### config.mk
export PLATFORM = sky130hd
export DESIGN_NAME = pixel_packer_writer_flat
export DESIGN_NICKNAME = d
export VERILOG_FILES = /design/src/rtl/video_pkg.sv /design/src/rtl/pixel_packer_writer_if.sv /design/src/rtl/pixel_packer_writer_packer.sv /design/src/rtl/pixel_packer_writer.sv /design/src/flat_wrapper.sv
export SDC_FILE = /design/constraint.sdc
export NUM_CORES = 1
export LEC_CHECK = 0
export ABC_AREA = 1
export ABC_CLOCK_PERIOD_IN_PS = 7200
export BUFFER_PORTS_ARGS = -buffer_cell sky130_fd_sc_hd__buf_2
export CORE_ASPECT_RATIO = 0.6
export CORE_UTILIZATION = 40
export CTS_CLUSTER_SIZE = 25
export DETAILED_ROUTE_END_ITERATION = 6
export PLACE_DENSITY_LB_ADDON = 0.05
export REMOVE_ABC_BUFFERS = 1
export SLEW_MARGIN = 40
export SYNTH_ARGS = -nofsm -noshare
export SYNTH_HDL_FRONTEND = slang
export SYNTH_SLANG_ARGS = --single-unit
### constraint.sdc
create_clock -name clk -period 7.2 [get_ports clk]
set_clock_uncertainty 0.05 [all_clocks]
set_input_delay 0.72 -clock clk [delete_from_list [all_inputs] [get_ports clk]]
set_output_delay 0.72 -clock clk [all_outputs]
set_load 0.01 [all_outputs]
### src/rtl/video_pkg.sv
// Shared video definitions for the DDR pixel writer and the frame reader.
// Both blocks agree on the pixel format, the 5-pixels-per-word packing and
// the number of words a frame occupies in DDR.
package video_pkg;

    localparam int PIXEL_W         = 24;
    localparam int PIXELS_PER_WORD = 5;
    localparam int SLOT_W          = $clog2(PIXELS_PER_WORD);

    typedef logic [PIXEL_W-1:0] pixel_t;

    // Writer control states; the reader waits for end_of_write before reading.
    typedef enum logic [1:0] {
        PACK     = 2'd0,
        WAIT_BUS = 2'd1,
        ISSUE    = 2'd2,
        DONE     = 2'd3
    } writer_state_t;

    // DDR words per frame: a partially filled last word still takes a full word.
    function automatic int words_per_frame(input int n);
        return (n + PIXELS_PER_WORD - 1) / PIXELS_PER_WORD;
    endfunction

endpackage

### src/rtl/pixel_packer_writer_if.sv
// Pixel stream in, DDR single-word write requests out.
// The writer side (master) drives the DDR request and the pixel handshake
// ready; the environment side (slave) supplies pixels and the DDR busy flag.
interface pixel_packer_writer_if
    import video_pkg::*;
#(
    parameter int DDR_DATA_WIDTH = 128,
    parameter int ADDR_WIDTH     = 24
);

    pixel_t                    pixel_in;
    logic                      pixel_valid;
    logic                      pixel_ready;
    logic                      ddr_wr_busy;
    logic                      ddr_wr_en;
    logic [DDR_DATA_WIDTH-1:0] ddr_wr_data;
    logic [ADDR_WIDTH-1:0]     ddr_addr;
    logic                      frame_done;
    logic                      end_of_write;

    modport master (
        input  pixel_in,
        input  pixel_valid,
        output pixel_ready,
        input  ddr_wr_busy,
        output ddr_wr_en,
        output ddr_wr_data,
        output ddr_addr,
        output frame_done,
        output end_of_write
    );

    modport slave (
        output pixel_in,
        output pixel_valid,
        input  pixel_ready,
        output ddr_wr_busy,
        input  ddr_wr_en,
        input  ddr_wr_data,
        input  ddr_addr,
        input  frame_done,
        input  end_of_write
    );

endinterface

### src/rtl/pixel_packer_writer_packer.sv
// Five-slot pixel accumulator. Slot k sits at bits [24k+23:24k] of the DDR
// word; bits above the last slot and any slot not yet written read as zero.
module pixel_word_packer
    import video_pkg::*;
#(
    parameter int DDR_DATA_WIDTH = 128
) (
    input  logic                      clk,
    input  logic                      reset,
    input  logic                      load,
    input  logic                      clear,
    input  pixel_t                    pixel,
    output logic [DDR_DATA_WIDTH-1:0] word,
    output logic                      full
);

    pixel_t              slots_q [PIXELS_PER_WORD];
    logic [SLOT_W-1:0]   slot_q;

    // Write the incoming pixel into the current slot; clear empties the word.
    // NOTE: this is five flops wide, not a RAM, so it takes the async reset;
    // a stale slot must never leak into a partially filled word.
    always_ff @(posedge clk or posedge reset) begin
        if (reset) begin
            slot_q <= '0;
            for (int k = 0; k < PIXELS_PER_WORD; k++) slots_q[k] <= '0;
        end else if (clear) begin
            slot_q <= '0;
            for (int k = 0; k < PIXELS_PER_WORD; k++) slots_q[k] <= '0;
        end else if (load) begin
            // NOTE: non-blocking so every flop samples pre-edge values.
            slots_q[slot_q] <= pixel;
            slot_q          <= slot_q + 1'b1;
        end
    end

    // Lay the slots out in the DDR word, zero-filling the spare top bits.
    always_comb begin
        // NOTE: default first, so no path leaves word unassigned (no latch).
        word = '0;
        for (int k = 0; k < PIXELS_PER_WORD; k++) begin
            word[k*PIXEL_W +: PIXEL_W] = slots_q[k];
        end
    end

    // The next load fills the last slot of the word.
    assign full = (slot_q == SLOT_W'(PIXELS_PER_WORD - 1));

endmodule

### src/rtl/pixel_packer_writer.sv
// Packs a 24-bit RGB pixel stream five to a 128-bit DDR word and writes the
// words to consecutive addresses, frame after frame. A frame whose pixel
// count is not a multiple of five ends with a partially filled word.
// end_of_write is raised once the last word of the last frame is written.
module pixel_packer_writer
    import video_pkg::*;
#(
    parameter int DDR_DATA_WIDTH   = 128,
    parameter int NUMBER_OF_PIXELS = 196608,
    parameter int NUMBER_OF_FRAMES = 8,
    parameter int ADDR_WIDTH       = 24
) (
    input  logic                  clk,
    input  logic                  reset,
    pixel_packer_writer_if.master bus
);

    localparam int PN_W = $clog2(NUMBER_OF_PIXELS + 1);
    localparam int FC_W = $clog2(NUMBER_OF_FRAMES + 1);

    localparam logic [PN_W-1:0] LAST_PIXEL   = PN_W'(NUMBER_OF_PIXELS - 1);
    localparam logic [PN_W-1:0] FRAME_PIXELS = PN_W'(NUMBER_OF_PIXELS);
    localparam logic [FC_W-1:0] LAST_FRAME   = FC_W'(NUMBER_OF_FRAMES - 1);

    localparam longint unsigned TOTAL_WORDS =
        longint'(NUMBER_OF_FRAMES) * longint'(words_per_frame(NUMBER_OF_PIXELS));
    localparam longint unsigned ADDR_SPACE = 64'd1 << ADDR_WIDTH;

    // The whole clip must fit without the word address wrapping.
    if (TOTAL_WORDS > ADDR_SPACE) begin : g_addr_space_check
        $error("pixel_packer_writer: clip does not fit in the DDR address space");
    end

    writer_state_t             state_q, state_d;
    logic [PN_W-1:0]           pixel_number_q;
    logic [FC_W-1:0]           frame_count_q;
    logic [ADDR_WIDTH-1:0]     addr_q;
    logic                      ready_q;
    logic                      wr_en_q;
    logic                      frame_done_q;
    logic                      end_of_write_q;

    logic                      transfer;
    logic                      load;
    logic                      clear;
    logic                      word_full;
    logic                      last_pixel;
    logic                      frame_last_word;
    logic                      last_frame;
    logic [DDR_DATA_WIDTH-1:0] word;

    pixel_word_packer #(
        .DDR_DATA_WIDTH (DDR_DATA_WIDTH)
    ) u_packer (
        .clk   (clk),
        .reset (reset),
        .load  (load),
        .clear (clear),
        .pixel (bus.pixel_in),
        .word  (word),
        .full  (word_full)
    );

    assign transfer        = bus.pixel_valid && ready_q;
    assign last_pixel      = (pixel_number_q == LAST_PIXEL);
    // Once the last pixel has been counted, the word in flight ends the frame.
    assign frame_last_word = (pixel_number_q == FRAME_PIXELS);
    assign last_frame      = (frame_count_q == LAST_FRAME);

    // Next-state logic: pack, wait for the controller, issue one write.
    always_comb begin
        state_d = state_q;
        load    = 1'b0;
        clear   = 1'b0;
        unique case (state_q)
            PACK: begin
                if (transfer) begin
                    load = 1'b1;
                    if (word_full || last_pixel) state_d = WAIT_BUS;
                end
            end
            WAIT_BUS: begin
                if (!bus.ddr_wr_busy) state_d = ISSUE;
            end
            ISSUE: begin
                // The request is already on the bus; busy is not sampled here.
                clear   = 1'b1;
                state_d = (frame_last_word && last_frame) ? DONE : PACK;
            end
            DONE: begin
                state_d = DONE;
            end
            default: begin
                state_d = PACK;
            end
        endcase
    end

    // State register plus the registered handshake outputs derived from it.
    always_ff @(posedge clk or posedge reset) begin
        if (reset) begin
            state_q <= PACK;
            ready_q <= 1'b0;
            wr_en_q <= 1'b0;
        end else begin
            state_q <= state_d;
            ready_q <= (state_d == PACK);
            wr_en_q <= (state_d == ISSUE);
        end
    end

    // Pixel, frame and address counters, advanced on transfers and writes.
    always_ff @(posedge clk or posedge reset) begin
        if (reset) begin
            pixel_number_q <= '0;
            frame_count_q  <= '0;
            addr_q         <= '0;
            frame_done_q   <= 1'b0;
            end_of_write_q <= 1'b0;
        end else begin
            frame_done_q <= 1'b0;
            if (load) pixel_number_q <= pixel_number_q + 1'b1;
            if (state_q == ISSUE) begin
                addr_q <= addr_q + 1'b1;
                if (frame_last_word) begin
                    pixel_number_q <= '0;
                    frame_count_q  <= frame_count_q + 1'b1;
                    frame_done_q   <= 1'b1;
                    if (last_frame) end_of_write_q <= 1'b1;
                end
            end
        end
    end

    assign bus.pixel_ready  = ready_q;
    assign bus.ddr_wr_en    = wr_en_q;
    assign bus.ddr_wr_data  = word;
    assign bus.ddr_addr     = addr_q;
    assign bus.frame_done   = frame_done_q;
    assign bus.end_of_write = end_of_write_q;

endmodule

### src/flat_wrapper.sv
// flat-port wrapper written by rule: the top's interface ports become plain ports
module pixel_packer_writer_flat import video_pkg::*;
#(
    parameter int DDR_DATA_WIDTH   = 128,
    parameter int NUMBER_OF_PIXELS = 196608,
    parameter int NUMBER_OF_FRAMES = 8,
    parameter int ADDR_WIDTH       = 24
)
  (clk, reset, bus_pixel_in, bus_pixel_valid, bus_pixel_ready, bus_ddr_wr_busy, bus_ddr_wr_en, bus_ddr_wr_data, bus_ddr_addr, bus_frame_done, bus_end_of_write);
  pixel_packer_writer_if #(.DDR_DATA_WIDTH(DDR_DATA_WIDTH), .ADDR_WIDTH(ADDR_WIDTH)) bus_i ();
  input  logic clk;
  input  logic reset;
  input wire logic [$bits(bus_i.pixel_in)-1:0] bus_pixel_in;
  input wire logic [$bits(bus_i.pixel_valid)-1:0] bus_pixel_valid;
  output wire logic [$bits(bus_i.pixel_ready)-1:0] bus_pixel_ready;
  input wire logic [$bits(bus_i.ddr_wr_busy)-1:0] bus_ddr_wr_busy;
  output wire logic [$bits(bus_i.ddr_wr_en)-1:0] bus_ddr_wr_en;
  output wire logic [$bits(bus_i.ddr_wr_data)-1:0] bus_ddr_wr_data;
  output wire logic [$bits(bus_i.ddr_addr)-1:0] bus_ddr_addr;
  output wire logic [$bits(bus_i.frame_done)-1:0] bus_frame_done;
  output wire logic [$bits(bus_i.end_of_write)-1:0] bus_end_of_write;
  assign bus_i.pixel_in = bus_pixel_in;
  assign bus_i.pixel_valid = bus_pixel_valid;
  assign bus_pixel_ready = bus_i.pixel_ready;
  assign bus_i.ddr_wr_busy = bus_ddr_wr_busy;
  assign bus_ddr_wr_en = bus_i.ddr_wr_en;
  assign bus_ddr_wr_data = bus_i.ddr_wr_data;
  assign bus_ddr_addr = bus_i.ddr_addr;
  assign bus_frame_done = bus_i.frame_done;
  assign bus_end_of_write = bus_i.end_of_write;
  pixel_packer_writer #(.DDR_DATA_WIDTH(DDR_DATA_WIDTH), .NUMBER_OF_PIXELS(NUMBER_OF_PIXELS), .NUMBER_OF_FRAMES(NUMBER_OF_FRAMES), .ADDR_WIDTH(ADDR_WIDTH)) u_core (.clk(clk), .reset(reset), .bus(bus_i));
endmodule
# == Yosys cells after proc, flatten, opt, wreduce, memory -nomap -nowiden ==
# Index checks and enable logic that the tools add are counted.
# op_classes
n_div,0
n_reduce_logical,9
n_mul,0
magnitude_cmp,2
bitwise_logic,1
mux,20
eq_ne,8
shift,0
addsub,4
# op_table
operator,n
$mux W120,2
$bwmux W120,1
$demux W24 S3,1
$mux W18,3
$eq A18 B18 Y1 const B,2
$add A24 B1 Y24 const B,1
$mux W24,1
$add A18 B1 Y18 const B,1
$mux W2,4
$pmux W2 S4,1
$eq A2 B2 Y1 const B,3
$mux W3,2
$mux W1,5
$add A4 B1 Y4 const B,1
$eq A4 B3 Y1 const B,1
$ge A4 B4 Y1 const B,1
$logic_not A2 Y1,2
$lt A4 B1 Y1 const B,1
$not A3 Y4,1
$add A3 B1 Y3 const B,1
$eq A3 B3 Y1 const B,1
$logic_and A1 B1 Y1,3
$reduce_and A3 Y1,1
$eq A2 B1 Y1 const B,1
other kinds (3),3
# word_totals
register_bits,175
mem_count,0
output_inout_bits,156
wordCells,58
latchBits,0
ram_bits,0
in_bits,28
rom_bits,0

# == Longest topological paths before layout ==
# depth
depth_word,8
ltp_mapped,10
depth_no_buf,9

# == Cells and area by module ==
# A second synthesis with hierarchy kept.
# hier_totals
hier_cells,966
hier_area_um2,8155.3
# modules_own_cells
mod,cells_each,area_each_um2,seq_area_each_um2,n_inst
pixel_word_packer,618,5328.9,3078.0,1
pixel_packer_writer,348,2826.5,1301.2,1

# == Worst setup path before layout ==
# OpenSTA, ideal clock, no wires.
# synth_path
kind,input port to flip-flop
startpoint,input port bus_pixel_valid
endpoint,"register u_core.u_packer.slots_q, in the netlist u_core.u_packer.word[72]"
path_stages,9
arrival_time_ps,1533
setup_slack_ps,5487
required_time_ps,7020
n_path_buf,2
setup_ps,130
path_cell_list,nand2_1 inv_1 nand2_2 inv_4 nand4_1 buf_4 buf_6 nand3_1 o21ai_1
# synth_via
elab_chain_len,4
# synth_lines
item,line,text
start: declaration,flat_wrapper.sv:14,input wire logic [$bits(bus_i.pixel_valid)-1:0] bus_pixel_valid;
$logic_and A1 B1 Y1,pixel_packer_writer.sv:64,assign transfer = bus.pixel_valid && ready_q;
$mux W1,pixel_packer_writer.sv:77,if (transfer) begin
$mux W1,pixel_packer_writer.sv:75,unique case (state_q)
$reduce_bool A2 Y1 (no line),-,
end signal: indexed assignment,pixel_packer_writer_packer.sv:32,slots_q[slot_q] <= pixel;
end: declaration,pixel_packer_writer_packer.sv:17,pixel_t slots_q [PIXELS_PER_WORD];
# No other way between the ends.
# A chain may end at the register's enable or synchronous reset.

# == Worst setup path in the final report ==
# layout_path
startpoint,register u_core.state_q[0]
endpoint,"register u_core.u_packer.slots_q, in the netlist u_core.u_packer.word[116]"
# layout_via
elab_chain_len,3
elab_cells_between_ends,6
classes_between,eq/ne (1); mux (3); reduce/logical (2)
# layout_lines
item,line,text
start: declaration,pixel_packer_writer.sv:34,"writer_state_t state_q, state_d;"
start signal: assignment,pixel_packer_writer.sv:106,state_q <= state_d;
$eq A2 B2 Y1 / $logic_not A2 Y1 (equally long branches),pixel_packer_writer.sv:75,
$mux W1,pixel_packer_writer.sv:75,
$mux W120 / $reduce_bool A2 Y1 (equally long branches),-,
# Several ways; a longest one is shown, not always the timed one.

==> results.tsv <==
stage	metric	value	unit
run_status	status	complete, no violations	
cts	cts_tree	done	
finish	nets	948	
power_and_ir_drop	p_seq_share	51.1	%
global_route	grt_max_degree	90	
global_route	antenna_found_initial	1	
finish	syn2layout_area_growth	20.3	%
cts	cts.sinks	175	
power_and_ir_drop	p_comb_share	2.1	%
cts	clk-insertion-delay-late	0.42	ns
sta	fin_crit	2.27	ns
power_and_ir_drop	p_leak	4.86	nW
synthesis	synth_top_area_share	58.4	%
synthesis	synth_cell_types	35	
worst_hold_path	hold_path.class	in2async	
setup_path	end_kind	flop	
floorplanning	start_util	41.2	%
synthesis	synth_most_common_cell	dfrtp_1	
sta	fmax	0.440	GHz
finish	final_util	49.6	%
placed_design	placed_area	8440	um2
cts	clockBufferDepth	2	
synthesis	yosys-top-cells-count	175 x dfrtp_1, 137 x nand3_1, 90 x nand2_1, 89 x o21ai_1, 42 x inv_1	
detailed_routing	post_drt_wl_per_cell	16.0	um
global_route	grt_overflow	0	
finish	drive_above_1_share	26.3	%
power_and_ir_drop	p_total	1.92	mW
sta	slew_violations	0	
sta	hold_slack	0.341	ns
placed_design	place_congestion	0.815	
sta	finalHoldViolCount	0	
detailed_routing	postRouteWirelength	18.7	mm
floorplanning	io_pins	184	
cts	ctsHoldBuffers	0	
synthesis	synth_cells	756	
placed_design	portBuffers	175	
synthesis	synth_area_leader_cell	dfrtp_1	
sta	fin_ws	4.93	ns
detailed_routing	drc_errors	0	
finish	nFillCells	1715	
sta	tns	0	ns
synthesis	syn_area_per_cell	9.93	um2
sta	setup_viol	0	
power_and_ir_drop	netSwitchingFraction	22.2	%
synthesis	netlist_area	7500	um2
floorplanning	placement_rows	38	
power_and_ir_drop	pwr_density_cell	213	nW/um2
synthesis	yosys_warnings	0	
setup_path	required	7.49	ns
floorplanning	die_x	179	um
setup_path	r2r_end	u_core.u_packer.word[116]	
cts	cts_setup_buffers	0	
synthesis	synth_seq_cells	175	
placed_design	pre_cts_slack	4.66	ns
power_and_ir_drop	switching_power	0.426	mW
sta	rsz0062_at_grt	false	
setup_path	start_kind	flop	
cts	cts_resized	0	
setup_path	reg2reg_depth	5	
sta	period_share	31.6	%
detailed_routing	vias	5946	
global_route	grt_pass1_wl	30.1	mm
global_route	grt_pass1_vias	5636	
power_and_ir_drop	peakVddDrop	0.134	mV
synthesis	synth_area_leaders	dfrtp_1 58%, nand3_1 9.1%, o21ai_1 5.9%	
floorplanning	core	18200	um2
placed_design	dpl.cell_count	1135	
placed_design	dp_hpwl	12.3	mm
detailed_routing	drtPass1Iterations	5	
setup_path	r2r_setup_slack	4.93	ns
finish	fin_cells	1167	
detailed_routing	drt-initial-drc-count	439	
floorplanning	dieArea	19300	um2
setup_path	cp_max_fo	89	
detailed_routing	ant_nets	0	
cts	root_buffer	clkbuf_16	
global_route	track_usage	20.3	%
setup_path	critPathArrivalTime	2.57	ns
sta	relSlewSlack	51.7	%
setup_path	crit_type	reg2reg	
finish	finalInstanceArea	9030	um2
synthesis	async_flop_share	100	%
finish	antennaDiodeCount	0	
synthesis	synth-edff-count	0	
detailed_routing	viasPerCell	5.10	
power_and_ir_drop	clkPwrFrac	46.8	%
cts	htreeDepth	4	
floorplanning	fp.dieH	108	um
synthesis	synth_flop_cell	dfrtp_1	
setup_path	r2r_start	u_core.state_q[0]	
cts	clkTransAtPathRegs	0.07	ns
cts	cts_buffers	17	
power_and_ir_drop	internal_power	1.50	mW
synthesis	yosysSeqAreaShare	58.4	%
job	maxCapViolations	0	
sta	tightest_slew	0.725	ns
[routing by layer]
metal | GRT usage, % | part of all wire (%) | vias to the layer above
met4 | 4.54 | 0.70 | 2
met2 | 28.4 | 41 | 181
met3 | 8.16 | 9.1 | 14
li1 | - | - | 2858
met5 | 0 | 0.043 | -
met1 | 29.2 | 49 | 2891
[worst max-delay path, stage by stage, from the launching register on]
cell and delay, ns:
dfrtp_1 0.37, inv_1 0.09, nand2_4 0.52, buf_6 0.58, nand2_1 0.28, o21ai_0 0.22
[power by group through the flow]
stage | Sequential (mW) | Clock [mW] | Combinational (mW)
after floorplan | 1.00 | 0 | 0.0240
after global placement | 1.00 | 0 | 0.0393
after detailed placement | 1.00 | 0 | 0.0412
after CTS | 0.983 | 0.921 | 0.0412
after global routing | 0.982 | 0.962 | 0.0471
final | 0.983 | 0.901 | 0.0398
[worst max-delay path by stage]
| stage | start | end | slack (ns) | cells past startpoint |
|---|---|---|---|---|
| global placement | reset | u_core.u_packer.word[15] | 4.58 | 3 |
| detailed placement | u_core.state_q[0] | u_core.u_packer.word[116] | 4.66 | 5 |
| finish | u_core.state_q[0] | u_core.u_packer.word[116] | 4.93 | 5 |
| CTS | u_core.state_q[1] | u_core.u_packer.word[116] | 4.68 | 4 |
| floorplan | reset | u_core.bus.ddr_addr[0] | 1.68 | 1 |
| global route | u_core.state_q[0] | u_core.u_packer.word[111] | 4.72 | 5 |
[cell type report]
cell class | count | area, um2 | share of cell area [%]
timing repair buffer | 182 | 938 | 10.4
multi-input combinational | 492 | 2650 | 29.4
clock buffer | 21 | 470 | 5.21
sequential | 175 | 4380 | 48.5
tap | 240 | 300 | 3.33
inverter | 46 | 183 | 2.02
clock inverter | 11 | 106 | 1.18
[layout by cell type (no fill, tap or decap), types with 2 or more instances in the layout]
master / n
buf_4: 5
buf_2: 175
inv_1: 41
ha_1: 6
o21ai_1: 89
a21oi_1: 2
clkinv_2: 2
clkbuf_8: 4
nand2_4: 2
o21ai_0: 36
clkinvlp_4: 3
xor2_1: 18
conb_1: 8
nand4_2: 5
nand3_2: 3
nand4_1: 12
nand2_1: 90
nand3_1: 137
dfrtp_1: 175
nor3_4: 2
nor3_1: 6
clkbuf_16: 17
inv_6: 2
xnor2_1: 21
inv_2: 3
nor2_4: 4
nor2_1: 38
nor2_2: 5
clkinv_4: 3
[flip-flops by register name, summed over array words and instances, names as in the netlist]
register / flops
u_core.bus.ddr_wr_en: 1
u_core.bus.end_of_write: 1
u_core.bus.ddr_addr: 24
u_core.frame_count_q: 4
u_core.bus.frame_done: 1
u_core.pixel_number_q: 18
u_core.bus.pixel_ready: 1
u_core.state_q: 2
u_core.u_packer.word: 120
u_core.u_packer.slot_q: 3
[logic make-up (layout without fill, tap and decap cells)]
group,count (synthesis),in the layout,synth area share (%)
AND/OR/NAND/NOR,310,310,20.7
adder cells (fa/ha/maj),6,6,1.00
buffers and inverters,96,260,6.65
AO/OA/AOI/OAI,129,129,8.65
XOR/XNOR,39,39,4.55
flip-flops,175,175,58.4
other,1,8,0.0500
Power figures use the tool's default switching activity.
